$ cat src/rtl/serial_pkg.sv
// Shared definitions for the CPU serial transmitter: register offsets,
// STATUS bit positions, shifter state encoding and frame constants.
// Build option: SERIAL_PARITY_EN adds an even-parity bit to every frame.
package serial_pkg;

  localparam logic [3:0] OFS_TXDATA = 4'd0;
  localparam logic [3:0] OFS_STATUS = 4'd1;
  localparam logic [3:0] OFS_DIV    = 4'd2;

  localparam int ST_FULL  = 0;
  localparam int ST_EMPTY = 1;
  localparam int ST_BUSY  = 2;
  localparam int ST_OVF   = 3;
  localparam int ST_PAR   = 4;

  typedef enum logic [2:0] {
    S_IDLE   = 3'd0,
    S_START  = 3'd1,
    S_DATA   = 3'd2,
    S_PARITY = 3'd3,
    S_STOP   = 3'd4
  } tx_state_t;

  localparam int DATA_BITS = 8;

`ifdef SERIAL_PARITY_EN
  localparam int   FRAME_BITS   = 11;
  localparam logic PARITY_BUILD = 1'b1;
`else
  localparam int   FRAME_BITS   = 10;
  localparam logic PARITY_BUILD = 1'b0;
`endif

  // Even parity: the parity bit makes the total count of ones even.
  function automatic logic even_parity(input logic [7:0] d);
    return ^d;
  endfunction

endpackage

$ cat src/rtl/serial_tx_fifo.sv
// Small synchronous FIFO holding bytes waiting for the serial shifter.
// A push into a full FIFO is still taken when a pop happens in the same cycle.
module serial_tx_fifo #(
  parameter int DEPTH = 4,
  parameter int WIDTH = 8
) (
  input  logic             clock,
  input  logic             reset,
  input  logic             i_push,
  input  logic             i_pop,
  input  logic [WIDTH-1:0] i_din,
  output logic [WIDTH-1:0] o_dout,
  output logic             o_full,
  output logic             o_empty
);

  localparam int AW = $clog2(DEPTH);
  localparam int CW = $clog2(DEPTH + 1);

  logic [WIDTH-1:0] r_mem [DEPTH];
  logic [AW-1:0]    r_wr_ptr;
  logic [AW-1:0]    r_rd_ptr;
  logic [CW-1:0]    r_count;
  logic             w_do_pop;
  logic             w_do_push;

  assign o_full    = (r_count == CW'(DEPTH));
  assign o_empty   = (r_count == CW'(0));
  assign o_dout    = r_mem[r_rd_ptr];
  assign w_do_pop  = i_pop && !o_empty;
  assign w_do_push = i_push && (!o_full || w_do_pop);

  // Storage array; contents need no reset because the pointers define validity.
  always_ff @(posedge clock) begin
    if (w_do_push) begin
      r_mem[r_wr_ptr] <= i_din;
    end
  end

  // Pointer and occupancy bookkeeping; reset discards everything queued.
  always_ff @(posedge clock) begin
    if (reset) begin
      r_wr_ptr <= AW'(0);
      r_rd_ptr <= AW'(0);
      r_count  <= CW'(0);
    end else begin
      if (w_do_push) begin
        r_wr_ptr <= r_wr_ptr + AW'(1);
      end
      if (w_do_pop) begin
        r_rd_ptr <= r_rd_ptr + AW'(1);
      end
      case ({w_do_push, w_do_pop})
        2'b10:   r_count <= r_count + CW'(1);
        2'b01:   r_count <= r_count - CW'(1);
        default: r_count <= r_count;
      endcase
    end
  end

endmodule

$ cat src/rtl/cpu_serial_port.sv
// Memory-mapped 8N1 serial transmitter on the 12-bit address / 8-bit data bus.
// Window of 16 bytes at BASE_ADDR: TXDATA (push), STATUS, DIV.
// Build option: SERIAL_PARITY_EN inserts an even-parity bit before the stop bit.
module cpu_serial_port
  import serial_pkg::*;
#(
  parameter logic [11:0] BASE_ADDR   = 12'hFF0,
  parameter int          FIFO_DEPTH  = 4,
  parameter logic [7:0]  DEFAULT_DIV = 8'd3
) (
  input  logic        clock,
  input  logic        reset,
  input  logic [11:0] addr,
  input  logic        write,
  input  logic [7:0]  wdata,
  output logic [7:0]  rdata,
  output logic        rdata_oe,
  output logic        tx
);

  logic       w_sel;
  logic [3:0] w_ofs;
  logic       w_push;
  logic       w_pop;
  logic       w_full;
  logic       w_empty;
  logic [7:0] w_head;
  logic       w_busy;
  logic       w_bit_end;
  logic       w_ovf_set;
  logic       w_ovf_clr;
  logic       w_line;
  logic [7:0] w_status;

  tx_state_t  r_state;
  tx_state_t  w_state_nxt;
  logic [7:0] r_div;
  logic [7:0] r_bit_div;
  logic [7:0] w_bit_div_nxt;
  logic [7:0] r_div_cnt;
  logic [7:0] w_div_cnt_nxt;
  logic [2:0] r_bit_cnt;
  logic [2:0] w_bit_cnt_nxt;
  logic [7:0] r_shift;
  logic [7:0] w_shift_nxt;
  logic       r_ovf;
  logic       r_tx;

  assign w_sel     = (addr[11:4] == BASE_ADDR[11:4]);
  assign w_ofs     = addr[3:0];
  assign w_push    = w_sel && write && (w_ofs == OFS_TXDATA);
  assign w_ovf_set = w_push && w_full && !w_pop;
  assign w_ovf_clr = w_sel && write && (w_ofs == OFS_STATUS) && wdata[ST_OVF];
  assign w_busy    = (r_state != S_IDLE);
  assign w_bit_end = (r_div_cnt == r_bit_div);
  assign rdata_oe  = w_sel && !write && !reset;
  assign tx        = r_tx;

  serial_tx_fifo #(
    .DEPTH (FIFO_DEPTH),
    .WIDTH (8)
  ) u_fifo (
    .clock   (clock),
    .reset   (reset),
    .i_push  (w_push),
    .i_pop   (w_pop),
    .i_din   (wdata),
    .o_dout  (w_head),
    .o_full  (w_full),
    .o_empty (w_empty)
  );

`ifdef SERIAL_PARITY_EN
  logic r_par;

  // Parity of the byte being shifted, captured when it leaves the FIFO.
  always_ff @(posedge clock) begin
    if (reset) begin
      r_par <= 1'b0;
    end else if (w_pop) begin
      r_par <= even_parity(w_head);
    end else begin
      r_par <= r_par;
    end
  end
`endif

  // Shifter next-state logic: bit timing, bit counting and FIFO pops.
  always_comb begin
    w_state_nxt   = r_state;
    w_div_cnt_nxt = r_div_cnt;
    w_bit_cnt_nxt = r_bit_cnt;
    w_shift_nxt   = r_shift;
    w_bit_div_nxt = r_bit_div;
    w_pop         = 1'b0;
    case (r_state)
      S_IDLE: begin
        if (!w_empty) begin
          w_pop         = 1'b1;
          w_shift_nxt   = w_head;
          w_bit_div_nxt = r_div;
          w_div_cnt_nxt = 8'd0;
          w_state_nxt   = S_START;
        end else begin
          w_state_nxt = S_IDLE;
        end
      end
      S_START: begin
        if (w_bit_end) begin
          w_div_cnt_nxt = 8'd0;
          w_bit_cnt_nxt = 3'd0;
          w_state_nxt   = S_DATA;
        end else begin
          w_div_cnt_nxt = r_div_cnt + 8'd1;
        end
      end
      S_DATA: begin
        if (w_bit_end) begin
          w_div_cnt_nxt = 8'd0;
          w_shift_nxt   = {1'b0, r_shift[7:1]};
          if (r_bit_cnt == 3'(DATA_BITS - 1)) begin
`ifdef SERIAL_PARITY_EN
            w_state_nxt = S_PARITY;
`else
            w_state_nxt = S_STOP;
`endif
          end else begin
            w_bit_cnt_nxt = r_bit_cnt + 3'd1;
          end
        end else begin
          w_div_cnt_nxt = r_div_cnt + 8'd1;
        end
      end
      S_PARITY: begin
        if (w_bit_end) begin
          w_div_cnt_nxt = 8'd0;
          w_state_nxt   = S_STOP;
        end else begin
          w_div_cnt_nxt = r_div_cnt + 8'd1;
        end
      end
      S_STOP: begin
        if (w_bit_end) begin
          w_div_cnt_nxt = 8'd0;
          // Chain straight into the next frame so queued bytes leave without a gap.
          if (!w_empty) begin
            w_pop         = 1'b1;
            w_shift_nxt   = w_head;
            w_bit_div_nxt = r_div;
            w_state_nxt   = S_START;
          end else begin
            w_state_nxt = S_IDLE;
          end
        end else begin
          w_div_cnt_nxt = r_div_cnt + 8'd1;
        end
      end
      default: begin
        w_state_nxt = S_IDLE;
      end
    endcase
  end

  // Line level for the current shifter state; registered one cycle later.
  always_comb begin
    w_line = 1'b1;
    case (r_state)
      S_IDLE:   w_line = 1'b1;
      S_START:  w_line = 1'b0;
      S_DATA:   w_line = r_shift[0];
`ifdef SERIAL_PARITY_EN
      S_PARITY: w_line = r_par;
`else
      S_PARITY: w_line = 1'b1;
`endif
      S_STOP:   w_line = 1'b1;
      default:  w_line = 1'b1;
    endcase
  end

  // Shifter state register and registered serial output.
  always_ff @(posedge clock) begin
    if (reset) begin
      r_state   <= S_IDLE;
      r_div_cnt <= 8'd0;
      r_bit_cnt <= 3'd0;
      r_shift   <= 8'd0;
      r_bit_div <= 8'd0;
      r_tx      <= 1'b1;
    end else begin
      r_state   <= w_state_nxt;
      r_div_cnt <= w_div_cnt_nxt;
      r_bit_cnt <= w_bit_cnt_nxt;
      r_shift   <= w_shift_nxt;
      r_bit_div <= w_bit_div_nxt;
      r_tx      <= w_line;
    end
  end

  // Divisor register; a frame in flight keeps its own latched copy.
  always_ff @(posedge clock) begin
    if (reset) begin
      r_div <= DEFAULT_DIV;
    end else if (w_sel && write && (w_ofs == OFS_DIV)) begin
      r_div <= wdata;
    end else begin
      r_div <= r_div;
    end
  end

  // Sticky overflow flag; a same-cycle overflow beats a software clear.
  always_ff @(posedge clock) begin
    if (reset) begin
      r_ovf <= 1'b0;
    end else if (w_ovf_set) begin
      r_ovf <= 1'b1;
    end else if (w_ovf_clr) begin
      r_ovf <= 1'b0;
    end else begin
      r_ovf <= r_ovf;
    end
  end

  // STATUS byte assembly.
  always_comb begin
    w_status           = 8'h00;
    w_status[ST_FULL]  = w_full;
    w_status[ST_EMPTY] = w_empty;
    w_status[ST_BUSY]  = w_busy;
    w_status[ST_OVF]   = r_ovf;
    w_status[ST_PAR]   = PARITY_BUILD;
  end

  // Read mux: follows the address combinationally, zero outside the map.
  always_comb begin
    rdata = 8'h00;
    if (w_sel) begin
      case (w_ofs)
        OFS_STATUS: rdata = w_status;
        OFS_DIV:    rdata = r_div;
        default:    rdata = 8'h00;
      endcase
    end else begin
      rdata = 8'h00;
    end
  end

endmodule

$ cat config.mk
export PLATFORM = sky130hd
export DESIGN_NAME = cpu_serial_port
export DESIGN_NICKNAME = d
export VERILOG_FILES = /design/src/rtl/serial_pkg.sv /design/src/rtl/serial_tx_fifo.sv /design/src/rtl/cpu_serial_port.sv
export SDC_FILE = /design/constraint.sdc
export NUM_CORES = 1
export LEC_CHECK = 0
export BUFFER_PORTS_ARGS = -buffer_cell sky130_fd_sc_hd__buf_2
export CORE_MARGIN = 1
export CORE_UTILIZATION = 30
export CTS_BUF_LIST = sky130_fd_sc_hd__clkbuf_8
export CTS_CLUSTER_SIZE = 16
export DETAILED_ROUTE_END_ITERATION = 10
export PLACE_DENSITY = 0.45
export SLEW_MARGIN = 25
export SYNTH_ARGS = -nofsm -noshare
export SYNTH_HDL_FRONTEND = slang
export SYNTH_SLANG_ARGS = --single-unit
$ cat constraint.sdc
create_clock -name clock -period 4.6 [get_ports clock]
set_input_delay 0 -clock clock [delete_from_list [all_inputs] [get_ports clock]]
set_output_delay 0 -clock clock [all_outputs]
set_load 0.02 [all_outputs]
==> results of run 1 <==
sequential cells by signal, summed over array words and instances (netlist names), named ones only:
name / cells
r_ovf: 1
u_fifo.r_count: 3
r_state: 3
r_div_cnt: 8
tx: 1
r_shift: 8
u_fifo.r_rd_ptr: 2
r_div: 8
u_fifo.r_wr_ptr: 2
r_bit_div: 8
r_bit_cnt: 3
u_fifo.r_mem: 32
final timing paths:
path | startpoint | to | slack (ns) | cells past startpoint
hold reg to reg | r_shift[7] | r_shift[7] | 0.46 | 2
setup / recovery | r_div_cnt[5] | u_fifo.r_count[2] | 1.45 | 10
hold / removal | write | r_ovf | 0.02 | 4
setup reg to reg | r_div_cnt[5] | u_fifo.r_count[2] | 1.45 | 10
logic make-up (layout without fill, tap and decap cells):
logic type / Yosys count / in the layout
AND/OR/NAND/NOR: 119 / 119
multiplexers: 36 / 36
buffers and inverters: 24 / 64
adder cells (fa/ha/maj): 8 / 8
XOR/XNOR: 10 / 10
AO/OA/AOI/OAI: 51 / 51
flip-flops: 81 / 81
per-stage QoR:
stage / cell area [µm²] / hold WS [ns]
4_1_cts: 4170 / 0.00324
3_5_place_dp: 3910 / 0.260
5_1_grt: 4170 / 0.0553
3_3_place_gp: 3910 / 0.268
2_1_floorplan: 3650 / 0.0887
6_report: 4170 / 0.0184
routing by layer:
layer	global-route usage [%]	vias up	share of wire [%]
met2	22.0	50	46
met3	2.05	12	3.0
met4	7.73	0	2.2
met1	18.5	1184	48
met5	0	-	0
li1	-	1266	-
report_power, final:
part | switching [mW] | internal [mW]
clock network | 0.266 | 0.208
logic | 0.304 | 0.260
registers | 0.0738 | 0.818
repair_timing:
action | CTS | global route
endpoints found under the setup margin | 0 | 0
endpoints found under the hold margin | 40 | 0
hold buffers | 8 | 0
worst max-delay path: cells and delay by family, from the launching register on:
family                   cells  cell delay [ns]
adder cells (fa/ha/maj)      1             0.36
AND/OR/NAND/NOR              3             0.88
buffers and inverters        1             0.07
AO/OA/AOI/OAI                3             0.77
flip-flops                   1             0.46
XOR/XNOR                     1             0.14
multiplexers                 1             0.35
cells in the final DEF, fill, tap and decap left out, types with 6 or more instances in the layout:
cell	instances
edfxtp_1	32
nor2_1	40
inv_1	9
mux2_2	9
nand2b_1	8
dfxtp_1	49
dlygate4sd3_1	8
mux4_2	8
ha_1	7
a21oi_1	19
mux2i_1	19
a311oi_1	6
xor2_1	8
nor3_1	7
buf_2	32
and3_1	9
clkbuf_8	10
o21ai_0	8
nand2_1	24
final cells by class:
cell class | instances | area share (%)
tap | 143 | 4.29
clock buffer | 10 | 3.30
inverter | 7 | 0.631
multi-input combinational | 224 | 38.3
timing repair buffer | 41 | 5.95
clock inverter | 6 | 0.871
sequential | 81 | 46.6
==> results, run 1 <==
- The xor and xnor fraction of the mapped netlist area is 2.40%.
- VDD sags by at most 0.166 mV.
- Timing would allow up to 0.317 GHz.
- The initial antenna violation count is 0.
- The total core area is 11600 µm².
- The first routing iteration left 188 violations.
- The max capacitance violation total is 0.
- The cell type with the highest aggregate area in the netlist is dfxtp_1.
- Of all nets on the critical path, the largest fanout is 18.
- The die height is 112 µm.
- The number of standard cells in the final layout excluding fillers is 512.
- After layout, the worst setup slack is 1.45 ns.
- The post-CTS setup repair buffer count is 0.
- The remaining max-slew budget at the tightest pin is 32.6%.
- STA puts the critical path data required time at 4.85 ns.
- Subtracting the final worst setup slack from the clock period gives 3.15 ns.
- The portion of the clock cycle consumed by the worst path in the final layout is 68.5%.
- The number of global-route vias before repair is 2415.
- The number of antenna repair diodes is 0.
- Of the total synthesized cell area, the portion taken by AND, OR, NAND and NOR gates is 16.6%.
- The area used by multi-input combinational logic is 1600 µm².
- The pin slew with the least headroom to its limit is 0.996 ns.
- The Yosys step of the flow raised 0 warnings.
- The compound-gate portion of the synthesized area is 8.88%.
- Summing all flip-flop and latch instances after layout gives 1940 µm².
- The post-cts repair resize count is 0.
- In this run the mean area of a mapped cell was 11.1 µm².
- The count of endpoints failing setup in the final report is 0.
- Entering global routing, the biggest net connects 51 pins.
- The width of the die is 112 µm.
- The TritonCTS buffer count is 9.
- The maximum count of clock buffers along a single path is 2.
- Compared with the post-synthesis result, the final layout area differs by 14.2%.
- The routed design has 8080 µm of wire.
- The critical path goes through xor2_1 > nor4_4 > nand2_1 > a21o_1 > nand2b_1 > fa_1 > inv_1 > a2111oi_0 > a31oi_1 > mux2_2.
- After technology mapping, the gate count stands at 329.
- The post-detailed-route via-to-cell ratio is 4.91.
- The fraction of the core area covered by cells at the end of the flow is 35.9%.
- The cell chosen for the clock root is clkbuf_8.
- The worst min-delay path category is input port to flop.
- The clock tree from TritonCTS is yes.
- The number of distinct library cells after synthesis is 46.
- Among all flip-flop cells after synthesis, the most frequent one is dfxtp_1.
- The run finished with clean final reports.
- Clock latency on the worst-skew pair, taken at its later pin, is 0.36 ns.
- The final hold violation count is 0.
- The first global-routing pass estimated 13100 µm of wire.
- The number of synthesized flops with an enable pin is 32.
- The main combinational cell family by area after synthesis is simple AND/OR/NAND/NOR gates.
- The proportion of layout cells with a drive suffix above 1 is 17.9%.
- The area share of the largest cell type after synthesis is 26.9%.
- The number of detailed-routing iterations run before antenna repair is 4.
- Among all stages on the critical path, the largest delay is contributed by a21o_1.
- Sorting the synthesized cells by area gives the leading types as dfxtp_1 (27%), edfxtp_1 (26%), mux2i_1 (5.2%), mux4_2 (4.9%), nor2_1 (4.1%).
- The design draws 1.93 mW.
- The data arrival time of the critical path is 3.40 ns.
- After clock tree synthesis, the clock-pin slew on the worst setup and hold paths is 0.08 ns.
- Prior to clock tree synthesis, the placed netlist has a worst setup slack of 1.47 ns.
- Summed over all layers, the global routing overflow is 0.
- Between clock sinks in the finished design, the worst skew comes to 0.0139 ns.
- Routability-driven placement finished with a final weighted congestion of 0.712.
- The mux share of post-synthesis cell area is 12.9%.
- The library cell with the highest instance count after synthesis is dfxtp_1.
- The longest individual stage delay on the worst path is 0.52 ns.
- The effective utilization at floorplan is 31.4%.
- The async set-or-reset flop fraction in the synthesized netlist is 0%.
- Setup total negative slack on the finished layout was measured at 0 ns.
- For this design, the sink count on the clock tree is 81.
- In the final routed layout, each cell accounts on average for 15.8 µm.
- The adder-cell share of the synthesized area is 2.95%.
- The max-slew violation count is 0.
- The post-synthesis sequential element count is 81.
- Setup repair after global routing left no endpoint under its margin.
- In the global route stage, overall resource usage came out at 14.0%.
- The detail route stage leaves a number of antenna-violating nets equal to 0.
- The sort of element at the end of the critical path is a flop.
- Dividing total power by cell area gives a power density of 463 nW/µm².
- Ranked by instance count, the synthesized netlist is headed by dfxtp_1 (49), nor2_1 (40), edfxtp_1 (32), nand2_1 (24).
- In the routed design, unresolved DRC markers number 0.
- The detailed placement HPWL is 5550 µm.
- The leakage component of the power is 1.62 nW.
- In this run the number of H-tree levels came out at 3.
- The critical path class is flop to flop.
- The floorplan step defined a die boundary enclosing 12600 µm².
- The net count of the mapped netlist is 360.
- In the final design database the tool counted 395 nets.
- The cell count after placement is 488.
- Pin placement for this block handled 33 I/O pins.
- For this block, the via count after detailed routing is 2512.
- Summing every instance area after synthesis gives 3650 µm².
- Sequential elements use 53.2% of the synthesized area.
- Fill cells in the final layout number 1140.
- The count of buffers inserted at the top-level ports is 32.
- STA classifies the critical path startpoint as a flop.
- The cell row count is 39.
No activity file was read; power rests on OpenSTA's default activity.
==> run 2: changes to the inputs <==
- clock period: 4.6 -> 2.95 ns (I/O delays scaled with it)
==> run 2 against run 1 <==
  * Count of clock-buffer cells in the layout down 1
  * Critical path type unchanged
  * Via count up 3.1%
  * Worst hold slack better by 0.0046 ns
  * Highest routed layer unchanged
==> results, run 2 (same netlist as run 1, synthesis figures left out) <==
- Of the total power, combinational logic draws 30.4%.
- The first-pass GRT wire length is 13200 µm.
- The number of antenna repair diodes is 0.
- The layout overhead on the synthesized area is 16.0%.
- The tool flagged a number of max-cap violations equal to 0.
- For this run, the detailed router's first-pass iteration total came to 4.
- The total core area is 11600 µm².
- The final hold violation count was 0.
- In this run switching power makes up 34.3% of total power.
- The detailed router placed 2589 vias in this run.
- The setup total negative slack is 0 ns.
- The clock arrives with 0.00820 ns of skew.
- The kind of start point of the critical path is a flop.
- Prior to clock tree synthesis, the placed netlist has a worst setup slack of 0.409 ns.
- The achievable frequency is 0.395 GHz.
- In this run the tool buffered the top-level ports with 32 buffer cells.
- The cell row count is 39.
- The cell area power density is 744 nW/µm².
- The TritonCTS buffer count is 9.
- In this run the deepest clock path goes through 2 buffers.
- Data arrives at the worst endpoint at 2.80 ns.
- The wire length per cell is 15.6 µm.
- The floorplan die area is 12600 µm².
- The leakage component of the power is 1.66 nW.
- Counting flops per register, the top entry is u_fifo.r_mem.
- The clock power share is 25.5%.
- The most frequent standard cell in the layout excluding fill and tap cells is dfxtp_1.
- The final layout contains 401 nets.
- Cell internal power was estimated by the tool at 2.07 mW.
- CTS placed an instance of clkbuf_8 at the clock tree root.
- The register with the most flip-flops in the layout has 32 of them.
- Once detailed placement completed, the half-perimeter wirelength came to 5750 µm.
- Of all nets on the critical path, the largest fanout is 7.
- The worst-case IR drop observed on VDD is 0.258 mV.
- The initial antenna violation count came to 0.
- In this run, flip-flops and latches consume 44.1% of the power.
- Of the available clock period, the critical path in the final layout requires 85.8%.
- The worst path needs 2.53 ns of the cycle, external delays included.
- The pin slew with the least headroom to its limit is 0.982 ns.
- Global routing used 13.9% of the available tracks across all layers.
- In this run, the number of DRC markers left after iteration 0 of detailed routing was 68.
- The finished cells cover 4230 µm².
- The max-slew violation count is 0.
- The count of clock tree sinks is 81.
- The switching power summed over all nets is 1.08 mW.
- Clock-pin slew was measured on the worst setup and hold paths at 0.10 ns.
- The worst setup path is of the flop to flop kind.
- The clock tree from TritonCTS is yes.
- After detailed placement, the total cell area comes to 3960 µm².
- Setup repair after global routing left no endpoint under its margin.
- The final RePlAce weighted congestion is 0.708.
- The final routed wirelength across all metal layers is 8100 µm.
- The number of antenna-violating nets in the routed design is 0.
- The remaining max-slew budget at the tightest pin is 34.5%.
- In the post-route analysis, the smallest setup slack over all paths is 0.420 ns.
- The effective utilization at floorplan is 31.4%.
- The die height is 112 µm.
- The required time of the critical path is 3.22 ns.
- In this run the post-CTS setup repair buffer count came out at 0.
- Cells with a size suffix above 1 make up 19.7% of the layout.
- The flow ran to the end, and the final reports show no timing, DRC or antenna violations.
- In this run the number of H-tree levels came out at 3.
- The clock reaches the later pin of the worst-skew pair after 0.37 ns.
- The floorplan step set the die width to 112 µm.
- In this run the worst hold path is classified as input port to flop.
- In this run, post-CTS hold repair placed 8 buffers.
- The post-detailed-route DRC marker count is 0.
- Setup violations remaining at the end of the flow were counted as 0.
- Cells fill 36.4% of the core in the end.
- STA classifies the critical path endpoint as a flop.
- 33 I/O pins were placed.
- The worst hold slack is 0.0230 ns.
- Leaving out fill and tap cells, the most frequent cells in the layout are dfxtp_1 (49), nor2_1 (40), buf_2 (32), edfxtp_1 (32), nand2_1 (24).
- The global route total overflow is 0.
- In the routed layout, each cell is associated on average with a via count of 5.00.
- The number of gates resized after CTS was 0.
- The number of global-route vias before repair is 2521.
- The maximum number of pins on one net before global-route repair is 51.
## run 2: changes by cell type in the layout (fill, tap and decap cells not counted), sizes merged
cell / delta
inv: +1
clkbuf: -1
clkinv: +2
buf: +6
clkinvlp: -2
## run 2: power groups by stage
stage	Sequential (mW)	Clock, mW	Combinational, mW
after global placement	1.42	0	0.952
after global routing	1.41	0.870	1.06
final	1.39	0.805	0.957
after CTS	1.39	0.830	0.970
after floorplan	1.35	0	0.775
after detailed placement	1.42	0	0.954
## run 2: layout make-up
type                    instances  area (µm²)
fillers                      1174        7380
flip-flops and latches         81        1940
multi-input cells             224        1600
repair buffers                 47         293
well taps                     143         179
clock buffers                   9         124
clock inverters                 7        71.3
inverters                       7        26.3
## run 2: layer usage
layer,track usage (%),vias up,routed length [µm]
met5,0,-,0
met4,7.73,0,187
met3,1.94,14,201
met2,22.4,44,3750
met1,18.0,1248,3960
li1,-,1283,-
## run 2: stage by stage
stage               power, mW  cells
CTS                      3.19    518
detailed placement       2.37    494
finish                   3.15    518
global route             3.35    518
floorplan                2.13    329
global placement         2.37    494
## run 2: worst max-delay path: stages (launching register included)
cell	delay (ns)
dfxtp_1	0.46
xor2_1	0.15
nor4_4	0.35
nand2_1	0.11
a21o_1	0.21
nand2b_1	0.16
fa_1	0.37
inv_1	0.08
a2111oi_0	0.05
a31oi_1	0.16
mux2_2	0.34
## run 2: final timing paths
check               startpoint           endpoint  slack [ns]  cells after the start
hold / removal           write              r_ovf        0.02                      4
setup reg to reg  r_div_cnt[5]  u_fifo.r_count[2]        0.42                     10
setup / recovery  r_div_cnt[5]  u_fifo.r_count[2]        0.42                     10
hold reg to reg     r_shift[7]         r_shift[7]        0.47                      2
